File: src/rtl/bus_pkg.sv
// Shared definitions for the LC-3 style bus keeper: default sizes, the
// source index map and the conflict-detection helper.
package bus_pkg;

    localparam int DEFAULT_WIDTH = 16;
    localparam int DEFAULT_NSRC  = 4;

    typedef enum logic [1:0] {
        SRC_MARMUX = 2'd0,
        SRC_PC     = 2'd1,
        SRC_ALU    = 2'd2,
        SRC_MDR    = 2'd3
    } lc3_src_e;

    // True when two or more bits are set. Clearing the lowest set bit leaves
    // a non-zero value only if another bit is set. Callers zero-extend to 32.
    function automatic logic popcount_ge2(input logic [31:0] v);
        return (v & (v - 32'd1)) != 32'd0;
    endfunction

endpackage

File: src/rtl/prio_onehot_enc.sv
// Priority encoder: the lowest-index asserted request wins. It also flags
// whether any request is asserted and whether more than one is asserted.
module prio_onehot_enc
    import bus_pkg::*;
#(
    parameter int N = 4,
    localparam int IW = $clog2(N)
) (
    input  logic [N-1:0]  req,
    output logic [IW-1:0] idx,
    output logic          any,
    output logic          multi
);

    always_comb begin
        idx = '0;
        // Walk from high to low so that the lowest asserted index is written last.
        for (int i = N - 1; i >= 0; i--) begin
            if (req[i]) idx = IW'(i);
        end
        any   = |req;
        multi = popcount_ge2(32'(req));
    end

endmodule

File: src/rtl/bus_keeper_n.sv
// Shared datapath bus with NSRC gated sources. It adds a keeper that holds the
// last driven value, priority conflict resolution and sticky conflict reporting.
module bus_keeper_n
    import bus_pkg::*;
#(
    parameter int                  WIDTH     = DEFAULT_WIDTH,
    parameter int                  NSRC      = DEFAULT_NSRC,
    parameter int                  REG_OUT   = 0,
    parameter int                  CNT_W     = 8,
    parameter logic [WIDTH-1:0]    RESET_VAL = '0,
    localparam int                 IW        = $clog2(NSRC)
) (
    input  logic                  Clk,
    input  logic                  Reset,
    input  logic [NSRC*WIDTH-1:0] src_data,
    input  logic [NSRC-1:0]       gate,
    input  logic                  clr_err,
    output logic [WIDTH-1:0]      bus_out,
    output logic                  bus_driven,
    output logic [IW-1:0]         drv_idx,
    output logic                  conflict,
    output logic                  conflict_sticky,
    output logic [CNT_W-1:0]      conflict_cnt
);

    localparam logic [CNT_W-1:0] CNT_MAX = '1;

    logic [IW-1:0]    win;
    logic             any_gate;
    logic             multi_gate;
    logic [WIDTH-1:0] keeper;
    logic [WIDTH-1:0] resolved;

    prio_onehot_enc #(.N(NSRC)) u_enc (
        .req   (gate),
        .idx   (win),
        .any   (any_gate),
        .multi (multi_gate)
    );

    always_comb begin
        resolved = keeper;
        for (int i = 0; i < NSRC; i++) begin
            if (any_gate && win == IW'(i)) resolved = src_data[i*WIDTH +: WIDTH];
        end
    end

    always_ff @(posedge Clk) begin
        if (Reset) begin
            keeper <= RESET_VAL;
        end else if (any_gate) begin
            keeper <= resolved;
        end
    end

    // A conflict in the same cycle as clr_err restarts the count at one.
    always_ff @(posedge Clk) begin
        if (Reset) begin
            conflict_sticky <= 1'b0;
            conflict_cnt    <= '0;
        end else if (multi_gate) begin
            conflict_sticky <= 1'b1;
            if (clr_err)                    conflict_cnt <= {{(CNT_W-1){1'b0}}, 1'b1};
            else if (conflict_cnt != CNT_MAX) conflict_cnt <= conflict_cnt + 1'b1;
        end else if (clr_err) begin
            conflict_sticky <= 1'b0;
            conflict_cnt    <= '0;
        end
    end

    generate
        if (REG_OUT != 0) begin : g_reg
            logic          driven_q;
            logic [IW-1:0] idx_q;
            logic          conf_q;

            always_ff @(posedge Clk) begin
                if (Reset) begin
                    driven_q <= 1'b0;
                    idx_q    <= '0;
                    conf_q   <= 1'b0;
                end else begin
                    driven_q <= any_gate;
                    idx_q    <= win;
                    conf_q   <= multi_gate;
                end
            end

            // The keeper doubles as the output register.
            assign bus_out    = keeper;
            assign bus_driven = driven_q;
            assign drv_idx    = idx_q;
            assign conflict   = conf_q;
        end else begin : g_comb
            assign bus_out    = resolved;
            assign bus_driven = any_gate;
            assign drv_idx    = win;
            assign conflict   = multi_gate;
        end
    endgenerate

endmodule

File: config.mk
export PLATFORM = sky130hd
export DESIGN_NAME = bus_keeper_n
export DESIGN_NICKNAME = d
export VERILOG_FILES = /design/src/rtl/bus_pkg.sv /design/src/rtl/prio_onehot_enc.sv /design/src/rtl/bus_keeper_n.sv
export SDC_FILE = /design/constraint.sdc
export NUM_CORES = 1
export LEC_CHECK = 0
export CAP_MARGIN = 15
export CORE_UTILIZATION = 41
export DETAILED_ROUTE_END_ITERATION = 10
export HOLD_SLACK_MARGIN = 0.15
export MAX_ROUTING_LAYER = met4
export PLACE_DENSITY = 0.9
export SLEW_MARGIN = 10
export SYNTH_ARGS = -nofsm -noshare
export SYNTH_HDL_FRONTEND = slang
export SYNTH_SLANG_ARGS = --single-unit
File: constraint.sdc
create_clock -name Clk -period 2.2 [get_ports Clk]
set_input_delay 0.44 -clock Clk [delete_from_list [all_inputs] [get_ports Clk]]
set_output_delay 0.44 -clock Clk [all_outputs]
set_load 0.01 [all_outputs]
; Word level (Yosys, flattened, before mapping)
; Cells that the tools add are included.
; Widths: inputs -> output; s select.
[word_totals]
register_bits = 25
input_bits = 71
output_inout_bits = 29
word_cells = 34
[op_classes]
addsub = 2
n_eq_ne = 4
muxes = 14
bitwise_logic = 1
n_reduce_logical = 10
[op_table]
columns = operator, count
row1 = $mux 16, 4
row2 = $and 4x32->32, 1
row3 = $mux 8, 4
row4 = $reduce_bool 32->1, 1
row5 = $add 8x1->8 const B, 1
row6 = $mux 2, 4
row7 = $ne 8x8->1 const B, 1
row8 = $sub 4x1->5 const B, 1
row9 = $eq 2x2->1 const B, 2
row10 = $logic_and 1x1->1, 4
row11 = $reduce_bool 2->1, 2
row12 = $reduce_or 4->1, 1
row13 = $eq 2x1->1 const B, 1
row14 = $logic_not 2->1, 1
row15 = $mux 1, 2
row16 = $reduce_and 2->1, 1

; Logic depth before layout (Yosys ltp)
; Gate-level depths: netlist of the first run.
[logic_depth]
ltp_word = 10
mapped_depth = 7
depth_no_buf = 5

; Hierarchy
; From an unflattened synthesis of the first run, not the netlist that was laid out.
[hier_totals]
hier_cells = 139
area_unflattened_um2 = 1532.7
[by_module_without_submodules]
columns = module, instances, cells_each, area_each_um2, seq_area_each_um2
row1 = bus_keeper_n, 1, 129, 1485.2, 500.5
row2 = prio_onehot_enc, 1, 10, 47.5, 0.0

; Least setup slack after synthesis of the first run
; Ideal clock, no wire load.
[synth_path]
kind = input port to output port
startpoint = input gate[1]
endpoint = output bus_out[0]
t_arrival_ps = 1668
required_time_ps = 1760
slack_ps = 92
path_stages = 5
path_buffers = 2
path_cell_list = buf_4 > nor2_1 > clkbuf_1 > a21oi_1 > o31ai_1
[synth_via]
elab_chain_len = 8
word_cells_on_any_way = 15
classes_between = 3 x eq/ne / 6 x mux / 6 x reduce/logical
[synth_lines]
columns = element, line
row1 = from (decl), bus_keeper_n.sv:16  ; input logic [NSRC-1:0] gate,
row2 = $mux 2 (2 in series), prio_onehot_enc.sv:19  ; if (req[i]) idx = IW'(i);
row3 = $logic_not 2->1, bus_keeper_n.sv:44  ; if (any_gate && win == IW'(i)) resolved = src_data[i*WIDTH +: WIDTH];
row4 = $logic_and 1x1->1, bus_keeper_n.sv:44
row5 = $mux 16 (3 in series), bus_keeper_n.sv:44
row6 = $mux 16 *, bus_keeper_n.sv:44
row7 = to (decl), bus_keeper_n.sv:18  ; output logic [WIDTH-1:0] bus_out,
; Every way passes the cells marked *; elsewhere a longest branch is shown, timed or not.

; Final worst setup path of the first run
[layout_path]
startpoint = input src_data[23]
endpoint = output bus_out[7]
[layout_via]
elab_chain_len = 3
[layout_lines]
columns = element, line
row1 = from (decl), bus_keeper_n.sv:15  ; input logic [NSRC*WIDTH-1:0] src_data,
row2 = $mux 16 (3 in series), bus_keeper_n.sv:44
; Every way passes these cells.

==> results of run 1 <==
[placed cells by master, fill, tap and decap left out, types with 5 or more instances in the layout]
master | Yosys | final
a211oi_1 | 18 | 17
a21oi_1 | 25 | 25
a22oi_1 | 16 | 16
buf_12 | 0 | 5
buf_2 | 2 | 18
buf_4 | 2 | 36
clkdlybuf4s50_1 | 0 | 74
dfxtp_1 | 25 | 25
nand2_1 | 21 | 21
nand3_1 | 5 | 5
nor2_1 | 21 | 21
nor2b_1 | 18 | 17
nor3_1 | 21 | 21
o21a_1 | 16 | 16
o21ai_0 | 20 | 20
o311a_1 | 16 | 16
o31ai_1 | 17 | 11
o31ai_2 | 0 | 6
[metrics by stage]
stage	area (um^2)	power, uW
3_5_place_dp	3380	1070
2_1_floorplan	2060	744
5_1_grt	3410	1410
6_report	3410	1340
4_1_cts	3390	1340
3_3_place_gp	3380	1060
[cell usage after synthesis, types with 2 or more instances]
library cell / instances
o311a_1: 16
a22oi_1: 16
inv_1: 3
and3_1: 3
buf_1: 4
o21a_1: 16
dfxtp_1: 25
clkbuf_1: 22
nand3_1: 5
a211oi_1: 18
buf_4: 2
buf_2: 2
a21oi_1: 25
nor3_1: 21
nand2_1: 21
o21ai_0: 20
nor2_1: 21
o31ai_1: 17
nor2b_1: 18
[critical path: stages]
cell             delay (ns)
clkdlybuf4s50_1        0.48
nor2b_1                0.06
o311a_1                0.29
o31ai_2                0.24
buf_2                  0.19
[metal layers]
metal,vias to the layer above,GRT usage
li1,1341,-
met1,1338,0.364
met2,122,0.501
met3,22,0.0552
met4,0,0.135
met5,-,-
[final timing paths]
check | endpoint | cells after the start
worst max-delay path | bus_out[7] | 5
worst min-delay path | conflict_sticky | 2
worst max register to register | conflict_cnt[3] | 5
worst min register to register | conflict_sticky | 2
[state kept, by name (all words and copies together), names as in the netlist]
signal,flops
conflict_cnt,8
keeper,16
conflict_sticky,1
[power by group through the flow]
| stage | combinational [uW] | sequential, uW | clock, uW |
|---|---|---|---|
| global route | 600 | 499 | 310 |
| detailed placement | 569 | 506 | 0 |
| finish | 558 | 496 | 289 |
| global placement | 554 | 504 | 0 |
| floorplan | 241 | 503 | 0 |
| CTS | 549 | 496 | 293 |
[logic make-up after synthesis]
logic type | count (synthesis)
flops | 25
compound gates | 132
simple gates | 98
buf+inv | 34
fa+ha+maj | 1
[area by class of cell]
| class | count | share of cell area |
|---|---|---|
| clock buffer | 4 | 0.0132 |
| inverter | 3 | 0.00330 |
| multi-input combinational | 231 | 0.427 |
| sequential | 25 | 0.147 |
| tap | 67 | 0.0246 |
| timing repair buffer | 144 | 0.385 |
[repair_timing]
item,in CTS,in global routing
endpoints found under the setup margin,21,7
pin swaps,2,2
buffers inserted,0,2
resized for setup,82,8
cloned,0,0
==> impl_metrics.json, run 1 <==
{
  "io_buffer_count": 99,
  "worstSkewPairLatency_ns": 0.27,
  "seq_area_um2": 500,
  "cap_violations": 0,
  "dp_slack_ns": -0.677,
  "dr.pass1.iters": 4,
  "cts_max_level": 1,
  "period_share": 0.976,
  "coreArea_mm2": 0.00479,
  "seq_power_share": 0.369,
  "synth_area_leaders": "dfxtp_1, o311a_1, a211oi_1",
  "static-leakage-power_uw": 0.00137,
  "gp_congestion": 0.889,
  "cp.required_ns": 1.76,
  "drc_errors": 0,
  "switching_power_uw": 423,
  "finalSetupViolCount": 0,
  "viasPerCell": 5.96,
  "skew_ns": 0.00124,
  "critPathArrivalTime_ns": 1.71,
  "syn-instance-count": 290,
  "slew_headroom": 0.804,
  "r2r_setup_slack_ns": 0.61,
  "grt_overflow": 0,
  "clk_pin_slew_ns": 0.08,
  "yosysTopAreaCellShare": 0.242,
  "wl_met3_um": 474,
  "final_nets": 480,
  "m1WireLength_um": 3160,
  "power_frac_clock": 0.215,
  "synthArstFlopShare": 0,
  "grt_pass1_wl_um": 12300,
  "rows": 25,
  "synth_xor_area_frac": 0,
  "antenna_found_initial": 0,
  "p_comb_frac": 0.416,
  "num_io_pins": 100,
  "internal-power_uw": 920,
  "multiInputGateArea_mm2": 0.00146,
  "rsz0062_at_grt": "no",
  "max_freq_mhz": 466,
  "worstReg2RegStart": "conflict_cnt[0]",
  "highest_layer": "met4",
  "vias": 2823,
  "num_antenna_cells": 0,
  "synthMuxAreaShare": 0,
  "yosysUniqueCellTypes": 34,
  "syn_area_mm2": 0.00206,
  "syn-num-nets": 362,
  "fillers": 358,
  "synth_compound_area_frac": 0.448,
  "synth_warnings": 0,
  "ctsLongestPathBuffers": 2,
  "yosys.area_share.adder": 0.00606,
  "ys.flop_type": "dfxtp_1",
  "synthSimpleGateAreaFrac": 0.233,
  "final_layout_size_suffix_gt1_frac": 0.194,
  "wl_met2_um": 3850,
  "setup_tns_ns": 0,
  "dpl.cell_count": 468,
  "cp-startpoint": "src_data[23]",
  "wl_um": 7680,
  "cts_tree": "yes",
  "critPathLaunchType": "input port",
  "syn_avg_cell_area_um2": 7.12,
  "grt_pass1_vias": 2632,
  "track_usage": 0.305,
  "die_w_um": 73.0,
  "peakVddDrop_mv": 0.192,
  "drt_iter0_drc": 170,
  "wl_per_cell_um": 16.2,
  "setup_slack_ns": 0.0526,
  "die_h_um": 73.0,
  "endpoint_kind": "primary output",
  "status": "completed",
  "yosysTopAreaCell": "dfxtp_1",
  "min_from": "conflict_sticky",
  "drv_slew": 0,
  "finalHoldViolations": 0,
  "syn_to_final_growth_pct": 65.2,
  "synth_top_family_by_area": "compound AO/OA/AOI/OAI gates",
  "final_core_util": 0.713,
  "dp_hpwl_um": 5600,
  "yosys_register_bits": 25,
  "synth_edf_count": 0,
  "layout_min_cycle_time_ns": 2.15,
  "tightestPinTransition_ns": 0.290,
  "cts.sinks": 25,
  "yosysSeqAreaShare": 0.242,
  "cts-root-buf": "clkbuf_8",
  "powerDensity_mw_per_mm2": 394,
  "cts_hold_buf": 0,
  "dieArea_mm2": 0.00532,
  "ant_nets": 0,
  "hold_ws_ns": 0.476,
  "switching_share": 0.315,
  "grt_max_degree": 31,
  "numCtsBuffers": 3,
  "hold_path_class": "flop to flop",
  "finalNonFillerCells": 474,
  "criticalPathCategory": "input port to primary output",
  "crit_fanout": 2,
  "initial_core_util": 0.431
}
Power figures use the tool's default switching activity.
==> run 2: changes to the inputs <==
TNS_END_PERCENT = 100   (was default)
==> results of run 2 <==
Same layout as run 1: the final DEF is identical, and so are final timing and power.
